===== config.mk =====
export PLATFORM = sky130hd
export DESIGN_NAME = div_issue_ctrl
export DESIGN_NICKNAME = d
export VERILOG_FILES = /design/src/rtl/div_ctrl_pkg.sv /design/src/rtl/div_issue_ctrl.sv
export SDC_FILE = /design/constraint.sdc
export NUM_CORES = 1
export LEC_CHECK = 0
export ABC_AREA = 1
export BUFFER_PORTS_ARGS = -buffer_cell sky130_fd_sc_hd__buf_2
export CORE_ASPECT_RATIO = 1.5
export CORE_MARGIN = 2
export CORE_UTILIZATION = 41
export DETAILED_ROUTE_END_ITERATION = 10
export PLACE_DENSITY = 0.74
export SLEW_MARGIN = 20
export SYNTH_ARGS = -nofsm -noshare
export SYNTH_HDL_FRONTEND = slang
export SYNTH_SLANG_ARGS = --single-unit
export TNS_END_PERCENT = 1

===== constraint.sdc =====
create_clock -name clk -period 1.25 [get_ports clk]
set_clock_uncertainty 0.2 [all_clocks]
set_input_delay 0.0625 -clock clk [delete_from_list [all_inputs] [get_ports clk]]
set_output_delay 0.0625 -clock clk [all_outputs]
set_load 0.05 [all_outputs]

===== src/rtl/div_ctrl_pkg.sv =====
`default_nettype none
// ============================================================================
//  Module      : div_ctrl_pkg
//  Description : Shared types and constants for the EXE-stage divider issue
//                controller (state encoding, abort length, result slicing).
//  Revision    : 1.0  initial release
// ============================================================================
package div_ctrl_pkg;

    // Issue controller states
    typedef enum logic [1:0] {
        ST_IDLE  = 2'd0,
        ST_RUN   = 2'd1,
        ST_DONE  = 2'd2,
        ST_ABORT = 2'd3
    } div_state_t;

    // Number of cycles div_clr is held; a divide-by-zero in flight ignores
    // the first clear, so two are needed to guarantee an idle divider.
    localparam int unsigned ABORT_CYCLES   = 2;

    // Default watchdog bound in RUN cycles
    localparam int unsigned DEF_WDOG_LIMIT = 40;

    // Divider result layout: {remainder, quotient}
    localparam int unsigned RES_HI_MSB = 63;
    localparam int unsigned RES_HI_LSB = 32;
    localparam int unsigned RES_LO_MSB = 31;
    localparam int unsigned RES_LO_LSB = 0;

endpackage
`default_nettype wire


===== src/rtl/div_issue_ctrl.sv =====
`default_nettype none
// ============================================================================
//  Module      : div_issue_ctrl
//  Description : EXE-stage issue controller for the multi-cycle divider.
//                Latches DIV/DIVU operands, drives start/clr/sign, stalls the
//                pipeline until the divider finishes and writes quotient to
//                LO and remainder to HI. An EXE flush aborts a running divide
//                with a two-cycle clear before the next request is accepted.
//                Optional RUN watchdog enabled by `define DIV_WATCHDOG_EN.
//  Revision    : 1.0  initial release
// ============================================================================
module div_issue_ctrl
    import div_ctrl_pkg::*;
#(
    parameter int unsigned WDOG_LIMIT = DEF_WDOG_LIMIT
) (
    input  logic        clk,
    input  logic        rst_n,
    input  logic        i_ex_div_req,
    input  logic        i_ex_div_signed,
    input  logic [31:0] i_ex_rs,
    input  logic [31:0] i_ex_rt,
    input  logic        i_ex_flush,
    input  logic        i_ex_hold,
    output logic        o_div_start,
    output logic        o_div_clr,
    output logic        o_div_sign,
    output logic [31:0] o_div_a,
    output logic [31:0] o_div_b,
    input  logic        i_div_busy,
    input  logic [63:0] i_div_result,
    output logic        o_div_stall,
    output logic        o_hi_we,
    output logic        o_lo_we,
    output logic [31:0] o_hi_wdata,
    output logic [31:0] o_lo_wdata,
    output logic        o_div_err
);

    localparam logic [1:0] c_ABORT_LAST = 2'(ABORT_CYCLES - 1);

    div_state_t  r_state;
    div_state_t  w_next_state;

    logic        r_seen_busy;
    logic [1:0]  r_abort_cnt;
    logic        r_first_done;
    logic        r_div_start;
    logic        r_div_sign;
    logic [31:0] r_div_a;
    logic [31:0] r_div_b;
    logic [31:0] r_hi_wdata;
    logic [31:0] r_lo_wdata;

    logic        w_accept;
    logic        w_capture;
    logic        w_stall;
    logic        w_clr;
    logic        w_we;
    logic        w_err;
    logic        w_wdog_hit;

`ifdef DIV_WATCHDOG_EN
    localparam logic [5:0] c_WDOG_LAST = 6'(WDOG_LIMIT - 1);

    logic [5:0]  r_wdog_cnt;

    // Count RUN cycles; cleared whenever the controller is outside RUN
    always_ff @(posedge clk or negedge rst_n) begin
        if (!rst_n) begin
            r_wdog_cnt <= 6'd0;
        end else if (r_state == ST_RUN) begin
            r_wdog_cnt <= r_wdog_cnt + 6'd1;
        end else begin
            r_wdog_cnt <= 6'd0;
        end
    end

    assign w_wdog_hit = (r_wdog_cnt == c_WDOG_LAST);
`else
    logic w_unused_wdog_cfg;

    assign w_unused_wdog_cfg = (WDOG_LIMIT == 0);
    assign w_wdog_hit        = 1'b0;
`endif

    // State register
    always_ff @(posedge clk or negedge rst_n) begin
        if (!rst_n) begin
            r_state <= ST_IDLE;
        end else begin
            r_state <= w_next_state;
        end
    end

    // Next-state and combinational outputs
    always_comb begin
        w_next_state = r_state;
        w_accept     = 1'b0;
        w_capture    = 1'b0;
        w_stall      = 1'b0;
        w_clr        = 1'b0;
        w_we         = 1'b0;
        w_err        = 1'b0;
        case (r_state)
            ST_IDLE: begin
                w_accept = i_ex_div_req & ~i_ex_flush;
                w_stall  = w_accept;
                if (w_accept) begin
                    w_next_state = ST_RUN;
                end
            end
            ST_RUN: begin
                w_stall = 1'b1;
                if (i_ex_flush) begin
                    w_next_state = ST_ABORT;
                end else if (w_wdog_hit) begin
                    w_err        = 1'b1;
                    w_next_state = ST_ABORT;
                end else if (r_seen_busy && !i_div_busy) begin
                    w_capture    = 1'b1;
                    w_next_state = ST_DONE;
                end
            end
            ST_DONE: begin
                // Write only once; a held instruction stays here rather than re-issuing
                w_we = r_first_done & ~i_ex_flush;
                if (i_ex_flush || !i_ex_hold) begin
                    w_next_state = ST_IDLE;
                end
            end
            ST_ABORT: begin
                w_clr = 1'b1;
                if (r_abort_cnt == c_ABORT_LAST) begin
                    w_next_state = ST_IDLE;
                end
            end
            default: begin
                w_next_state = ST_IDLE;
            end
        endcase
    end

    // Track that the divider has actually gone busy before trusting busy low
    always_ff @(posedge clk or negedge rst_n) begin
        if (!rst_n) begin
            r_seen_busy <= 1'b0;
        end else if (r_state != ST_RUN) begin
            r_seen_busy <= 1'b0;
        end else if (i_div_busy) begin
            r_seen_busy <= 1'b1;
        end
    end

    // Abort length counter, restarted on every entry to ABORT
    always_ff @(posedge clk or negedge rst_n) begin
        if (!rst_n) begin
            r_abort_cnt <= 2'd0;
        end else if (r_state == ST_ABORT) begin
            r_abort_cnt <= r_abort_cnt + 2'd1;
        end else begin
            r_abort_cnt <= 2'd0;
        end
    end

    // Start is high exactly while in RUN; first-DONE flag marks the write cycle
    always_ff @(posedge clk or negedge rst_n) begin
        if (!rst_n) begin
            r_div_start  <= 1'b0;
            r_first_done <= 1'b0;
        end else begin
            r_div_start  <= (w_next_state == ST_RUN);
            r_first_done <= w_capture;
        end
    end

    // Operands are sampled only when a request is accepted in IDLE
    always_ff @(posedge clk or negedge rst_n) begin
        if (!rst_n) begin
            r_div_sign <= 1'b0;
            r_div_a    <= 32'd0;
            r_div_b    <= 32'd0;
        end else if (w_accept) begin
            r_div_sign <= i_ex_div_signed;
            r_div_a    <= i_ex_rs;
            r_div_b    <= i_ex_rt;
        end
    end

    // Capture divider result when it drops busy after having been busy
    always_ff @(posedge clk or negedge rst_n) begin
        if (!rst_n) begin
            r_hi_wdata <= 32'd0;
            r_lo_wdata <= 32'd0;
        end else if (w_capture) begin
            r_hi_wdata <= i_div_result[RES_HI_MSB:RES_HI_LSB];
            r_lo_wdata <= i_div_result[RES_LO_MSB:RES_LO_LSB];
        end
    end

    assign o_div_start = r_div_start;
    assign o_div_clr   = w_clr;
    assign o_div_sign  = r_div_sign;
    assign o_div_a     = r_div_a;
    assign o_div_b     = r_div_b;
    assign o_div_stall = w_stall;
    assign o_hi_we     = w_we;
    assign o_lo_we     = w_we;
    assign o_hi_wdata  = r_hi_wdata;
    assign o_lo_wdata  = r_lo_wdata;
    assign o_div_err   = w_err;

endmodule
`default_nettype wire


==> results of run 1 <==
-- cell type report --
class | instances | area (sq um) | area share (%)
Timing Repair Buffer | 437 | 3950 | 39.8
Clock inverter | 12 | 143 | 1.44
Antenna cell | 2 | 5.00 | 0.0505
Clock buffer | 20 | 447 | 4.50
Inverter | 13 | 48.8 | 0.492
Tap cell | 159 | 199 | 2.01
Multi-Input combinational cell | 417 | 1720 | 17.4
Sequential cell | 136 | 3400 | 34.3
-- worst max-delay path, stage by stage, from the launching register on --
cell and delay (ns):
dfrtp_2 0.44, nor2_4 0.14, nand2_2 0.08, buf_12 0.13, buf_4 0.20, buf_4 0.18
nand2_1 0.09, nand2_1 0.07
-- power by group --
part / internal [mW] / total [mW] / switching (mW)
clock: 3.02 / 4.96 / 1.94
sequential: 6.39 / 8.02 / 1.63
combinational: 5.58 / 16.0 / 10.4
-- Yosys cell counts --
cell type  count
conb_1         1
nand2_1      334
nand2_2        1
buf_6          1
nor2_4         1
ha_1           1
inv_2          4
inv_1          9
clkbuf_1       2
dfrtp_1      136
buf_4         14
nor2_1        11
buf_2         20
nor2_2         1
nand3_1       67
-- per-layer routing --
metal | GRT usage (%) | up-vias | share of wire, %
met1 | 30.8 | 2808 | 33
li1 | - | 2697 | -
met3 | 8.03 | 84 | 7.5
met4 | 17.0 | 0 | 5.2
met2 | 51.5 | 352 | 54
met5 | 0 | - | 0
-- cell usage in the layout, fill, tap and decap left out, types with 3 or more instances in the layout --
master	count
buf_12	10
buf_2	133
buf_4	20
buf_6	136
buf_8	4
clkbuf_16	17
clkinv_4	3
clkinvlp_4	4
dfrtp_1	135
dlygate4sd3_1	134
inv_1	8
inv_2	5
inv_6	3
nand2_1	330
nand2_2	4
nand3_1	64
nand3_2	3
nor2_1	9
nor2_4	4
-- cells by family (layout without fill, tap and decap cells) --
family	Yosys count	after routing	share of synthesized area [%]
adder cells (fa/ha/maj)	1	1	0.234
other	1	3	0.0701
flip-flops	136	136	63.7
AND/OR/NAND/NOR	415	415	30.9
buffers and inverters	50	482	5.10
-- flip-flops by register name, summed over array words and instances (netlist names) --
name and flops:
r_abort_cnt 2, r_seen_busy 1, o_div_b 32, r_first_done 1, o_div_start 1, r_state 2
o_div_a 32, o_hi_wdata 32, o_lo_wdata 32, o_div_sign 1
-- final timing paths --
path                                           from  cells after the start                       end
min in group clk                         i_ex_flush                      7      r_state[0]$_DFF_PN0_
max                            r_state[1]$_DFF_PN0_                      7   o_div_a[21]$_DFFE_PN0P_
max reg2reg                    r_state[1]$_DFF_PN0_                      7   o_div_a[21]$_DFFE_PN0P_
min reg2reg                r_abort_cnt[0]$_DFF_PN0_                      1  r_abort_cnt[0]$_DFF_PN0_
min                                           rst_n                      2   o_div_b[27]$_DFFE_PN0P_
max in group asynchronous                     rst_n                      3   o_div_a[28]$_DFFE_PN0P_
-- through the flow --
step           area, sq um  cells  TNS, ns
2_1_floorplan         5360    603   -13.72
3_3_place_gp          7070   1026   -15.75
3_5_place_dp          7070   1026   -18.21
4_1_cts               9810   1194   -23.11
5_1_grt               9910   1195   -36.56
6_report              9920   1196   -25.37
-- repair_timing --
| action | 4_1_cts | 5_1_grt |
|---|---|---|
| setup buffers | 2 | 0 |
| endpoints found under the setup margin | 266 | 253 |
| resized for setup | 258 | 26 |
| endpoints found under the hold margin | 269 | 22 |
| pin swaps | 3 | 4 |
==> metrics.md, run 1 <==
| Metric | Value |
|---|---|
| Status | `finished with violations` |
| Failing checks | `negative hold slack, negative setup slack` |
| Clock-pin slew on the worst setup and hold paths | `0.06 ns` |
| Post-route ant nets | `0` |
| Fill count | `740` |
| CTS Buffer Depth | `2` |
| Critical Path RT | `1.34 ns` |
| Number of hold violations in the final report | `22` |
| Via density | `4.97` |
| Vias in the first global route | `6207` |
| Drt first-iter violations | `253` |
| PortBufs | `268` |
| Rows | `51` |
| CTS Buf Count | `17` |
| Crit path time final | `1.65 ns` |
| Gr ovfl total | `0` |
| CTS tree | `done` |
| Yosys top cell area share | `63.7%` |
| Tot Pwr | `29.0 mW` |
| Layout cells sized above 1 | `33.9%` |
| Seq/Total Area, Yosys | `63.7%` |
| Largest net degree at the start of global routing | `65` |
| Area delta synth->final | `85.5%` |
| Worst hold path type | `in2async` |
| Synth top area cells | `dfrtp_1, nand2_1, nand3_1` |
| CP Max Fanout | `15` |
| Max-cap violation count | `0` |
| Synth Cell Area | `0.00535 sq mm` |
| Gpl congestion | `0.824` |
| Util after Layout | `76.9%` |
| Antenna violations before repair | `1` |
| Net count after synthesis | `739` |
| Max Slew Vio Count | `0` |
| Fin nets | `1158` |
| Avg Cell Area, Syn | `8.87 sq um` |
| Peak VDD IR | `0.00186 V` |
| Core area | `0.0129 sq mm` |
| Final setup viols | `138` |
| Starting Density | `41.5%` |
| Mean routed wirelength per cell | `17.2 um` |
| Worst hold slack | `-0.112 ns` |
| DP HPWL | `10700 um` |
| I/O pin count | `270` |
| Startpoint types | `register` |
| Pwr/cell area | `2920 mW/mm^2` |
| Overall routed net length | `20500 um` |
| Post-synth top area cell | `dfrtp_1` |
| PnR worst setup slack | `-0.404 ns` |
| Yosys cell types | `15` |
| Clk sinks | `136` |
| Clock latency reported for the late side of the worst-skew pair | `0.40 ns` |
| Max Clk Rate | `0.605 GHz` |
| Kind of critical path | `reg2reg` |
| Post-Synthesis Cells | `603` |
| Gr usage total | `29.0%` |
| Flops & latches, synth | `136` |
| DR DRC count | `0` |
| Yosys warning count | `0` |
| Drt first pass iters | `5` |
| Die width | `97.2 um` |
| Period utilization | `132%` |
| CTS H-tree depth | `4` |
| Arr. time, crit path | `1.74 ns` |
| Area of the die | `0.0140 sq mm` |
| Worst setup EP type | `register` |
| Via count | `5941` |
| Hold buffers post-CTS | `134` |
| Reg-to-reg slack, setup | `-0.40 ns` |
| Height of the chip | `144 um` |
| Root buffer cell | `clkbuf_16` |
| Global-route wire length before repair | `31700 um` |
| Unrepaired setup endpoints after global routing | `true` |
| Leak | `5.36 nW` |
| Pre-CTS setup slack | `-0.198 ns` |
Power figures use the tool's default switching activity.
==> run 2, diff against run 1 <==
--- a/config.mk
+++ b/config.mk
@@ -7,11 +7,11 @@
 export LEC_CHECK = 0
 export ABC_AREA = 1
 export BUFFER_PORTS_ARGS = -buffer_cell sky130_fd_sc_hd__buf_2
-export CORE_ASPECT_RATIO = 1.5
 export CORE_MARGIN = 2
 export CORE_UTILIZATION = 41
 export DETAILED_ROUTE_END_ITERATION = 10
 export PLACE_DENSITY = 0.74
+export RECOVER_POWER = 50
 export SLEW_MARGIN = 20
 export SYNTH_ARGS = -nofsm -noshare
 export SYNTH_HDL_FRONTEND = slang
==> run 2 against run 1 <==
  * The flow still finishes with violations (negative hold slack, negative setup slack)
  * Die area decreased by 0.13%
  * Highest routed layer unchanged
  * Worst hold slack better by 0.089 ns
  * Utilization grew 1.0 points
  * Clock power fell by 3%
  * Critical path depth down 3
  * Largest cell class unchanged
  * Combinational power about the same
  * Via count grew 0.94%
  * Sequential cell count stayed put
  * Critical path type is now reg2out
  * Design area down 0.40%
  * Final cell count up 0.84%
==> metrics.md, run 2 (synthesis gave the netlist of run 1 again) <==
| Metric | Value |
|---|---|
| Placed cell area | `0.00703 sq mm (-0.58%)` |
| Pre-CTS setup slack | `-0.249 ns (-0.0516 ns)` |
| Unrepaired setup endpoints after global routing | `true` |
| Height of the chip | `118 um (-18%)` |
| Max Slew Vio Count | `0 (unchanged)` |
| Slowest library cell on the worst path | `dfrtp_2` |
| Gpl congestion | `0.841 (+2.1%)` |
| NetSw | `13.9 mW (-0.18%)` |
| Core area | `0.0127 sq mm (-1.7%)` |
| Cell mode on critical path | `buf_6` |
| Antenna violations before repair | `2 (+1)` |
| Worst hold path type | `in2reg` |
| Reg-to-reg slack, setup | `-0.28 ns (+0.12 ns)` |
| CTS H-tree depth | `4 (unchanged)` |
| Final setup viols | `159 (+15%)` |
| Finished Layout Cells | `1206 (+0.84%)` |
| Drt first-iter violations | `506 (+100%)` |
| Starting Density | `42.2% (+0.72 points)` |
| Clk sinks | `136 (unchanged)` |
| Placed Cells | `1033 (+0.68%)` |
| Status | `finished with violations` |
| Commonest non-fill, non-tap cell in the layout | `nand2_1` |
| Reg2reg start | `r_seen_busy$_DFFE_PN0P_` |
| Worst setup EP type | `primary output` |
| PnR worst setup slack | `-0.341 ns (+0.0622 ns)` |
| PortBufs | `268 (unchanged)` |
| Max-cap violation count | `0 (unchanged)` |
| Max-slew headroom | `47.5%` |
| Clock Power Share | `16.6% (-0.5 points)` |
| Hold buffers post-CTS | `134 (unchanged)` |
| Largest net degree at the start of global routing | `65 (unchanged)` |
| Pint | `14.9 mW (-0.87%)` |
| CTS tree | `done` |
| Worst Hold Path EP | `r_state[0]$_DFF_PN0_` |
| Clock-pin slew on the worst setup and hold paths | `0.06 ns (about the same)` |
| Die width | `118 um (+22%)` |
| Number of hold violations in the final report | `1 (-95%)` |
| I/O pin count | `270 (unchanged)` |
| Util after Layout | `77.9% (+1.0 points)` |
| Post-route ant nets | `0 (unchanged)` |
| Period utilization | `127% (-5.0 points)` |
| Peak VDD IR | `0.00188 V (+1.0%)` |
| Kind of critical path | `reg2out` |
| CP Max Fanout | `4 (-11)` |
| Mean routed wirelength per cell | `17.1 um (-0.17%)` |
| Via density | `4.97 (+0.11%)` |
| Gr usage total | `29.0% (about the same)` |
| Tot Pwr | `28.8 mW (-0.54%)` |
| Largest delay share family, worst path | `flip-flops` |
| Failing checks | `negative hold slack, negative setup slack` |
| Crit path time final | `1.59 ns (-0.0622 ns)` |
| Global-route wire length before repair | `31600 um (-0.24%)` |
| Fill count | `728 (-1.6%)` |
| Vias in the first global route | `6357 (+2.4%)` |
| CTS Buf Count | `17 (unchanged)` |
| Pwr/cell area | `2920 mW/mm^2 (-0.14%)` |
| Pin slew with the least headroom to its limit | `0.788 ns` |
| Area of the die | `0.0140 sq mm (-0.13%)` |
| Setup TNS | `-26.01 ns (-0.635 ns)` |
| Worst Hold Depth | `7` |
| Comb power frac | `55.4% (+0.2 points)` |
| Finished Cell Area | `0.00988 sq mm (-0.40%)` |
| Overall routed net length | `20700 um (+0.66%)` |
| Fin nets | `1155 (-0.26%)` |
| Worst path max stage delay | `0.44 ns (about the same)` |
| Clock latency reported for the late side of the worst-skew pair | `0.42 ns (+0.02 ns)` |
| Critical Path RT | `0.99 ns (-0.35 ns)` |
| Crit-path cells | `buf_6 -> nand2_4 -> nor2_4 -> buf_6` |
| Worst hold slack | `-0.0231 ns (+0.0893 ns)` |
| Via count | `5997 (+0.94%)` |
| Net Sw Frac | `48.4% (+0.17 points)` |
| CTS Buffer Depth | `2 (unchanged)` |
| Layout cells sized above 1 | `33.6% (-0.29 points)` |
| DP HPWL | `10100 um (-5.6%)` |
| Register share of total power | `28.0% (+0.3 points)` |
| Leak | `5.34 nW (-0.31%)` |
| Gr ovfl total | `0 (unchanged)` |
| HP Start | `i_ex_flush` |
| Area delta synth->final | `84.7%` |
| Max Clk Rate | `0.628 GHz (+3.9%)` |
| Drt first pass iters | `5 (unchanged)` |
| Arr. time, crit path | `1.33 ns (-0.41 ns)` |
| Rows | `41 (-20%)` |
| Startpoint types | `register` |
| Most frequent cells in the layout | `nand2_1, buf_6, dlygate4sd3_1, dfrtp_1, buf_2` |
| R2R depth | `6 (-1)` |
| Critical R2R Capture | `o_hi_wdata[10]$_DFFE_PN0P_` |
| CP Buf/Inv Count | `2 (-1)` |
| DR DRC count | `0 (unchanged)` |
| Root buffer cell | `clkbuf_16` |
run 2: cell types whose count changed in the layout (fill, tap and decap cells not counted), sizes merged:
cell / previous run / this run
buf: 303 / 298
bufinv: 2 / 1
clkbuf: 20 / 27
clkinvlp: 4 / 3
inv: 16 / 13
run 2: metal layers:
layer,share of wire [%],wire [um],track usage [%],vias to the layer above
li1,-,-,-,2685
met2,52,10700,50.1,325
met3,5.9,1210,8.59,122
met1,36,7370,30.6,2865
met5,0,0,0,-
met4,6.8,1420,19.0,0
run 2: worst max path at each step:
stage                                      endpoint  depth (start not counted)  slack (ns)            startpoint
after detailed placement  o_hi_wdata[8]$_DFFE_PN0P_                          6       -0.25  r_state[1]$_DFF_PN0_
after floorplan               o_div_start$_DFF_PN0_                          6       -0.18  r_state[1]$_DFF_PN0_
after CTS                                   o_hi_we                          4       -0.35  r_state[1]$_DFF_PN0_
after global placement      o_div_a[27]$_DFFE_PN0P_                          5       -0.23  r_state[1]$_DFF_PN0_
final                                       o_hi_we                          4       -0.34  r_state[1]$_DFF_PN0_
after global routing                    o_div_stall                          4       -0.39  r_state[1]$_DFF_PN0_
run 2: worst register-to-register path, delay by kind of cell, from the launching register on:
kind | cells | cell delay (ns)
AND/OR/NAND/NOR | 4 | 0.53
flip-flops | 1 | 0.40
buffers and inverters | 2 | 0.33
run 2: area by class of cell:
cell class / count / area, sq um / share of cell area [%]
Timing Repair Buffer: 434 / 3910 / 39.6
Sequential cell: 136 / 3410 / 34.5
Multi-Input combinational cell: 417 / 1720 / 17.4
Clock buffer: 25 / 495 / 5.02
Tap cell: 172 / 215 / 2.18
Clock inverter: 7 / 67.6 / 0.684
Inverter: 13 / 53.8 / 0.545
Antenna cell: 2 / 5.00 / 0.0507
run 2: what timing repair did:
action / 4_1_cts / 5_1_grt
cloned: 0 / 1
resized for setup: 281 / 4
endpoints found under the hold margin: 269 / 23
setup buffers: 4 / 0
endpoints found under the setup margin: 266 / 267
pin swaps: 7 / 4
run 2: power by group through the flow:
stage,logic (mW),registers (mW),clock network [mW]
after detailed placement,12.7,7.41,0
after global placement,12.5,7.39,0
after global routing,16.6,8.24,5.06
after floorplan,2.53,14.1,0
final,16.0,8.06,4.79
after CTS,15.5,7.90,4.83
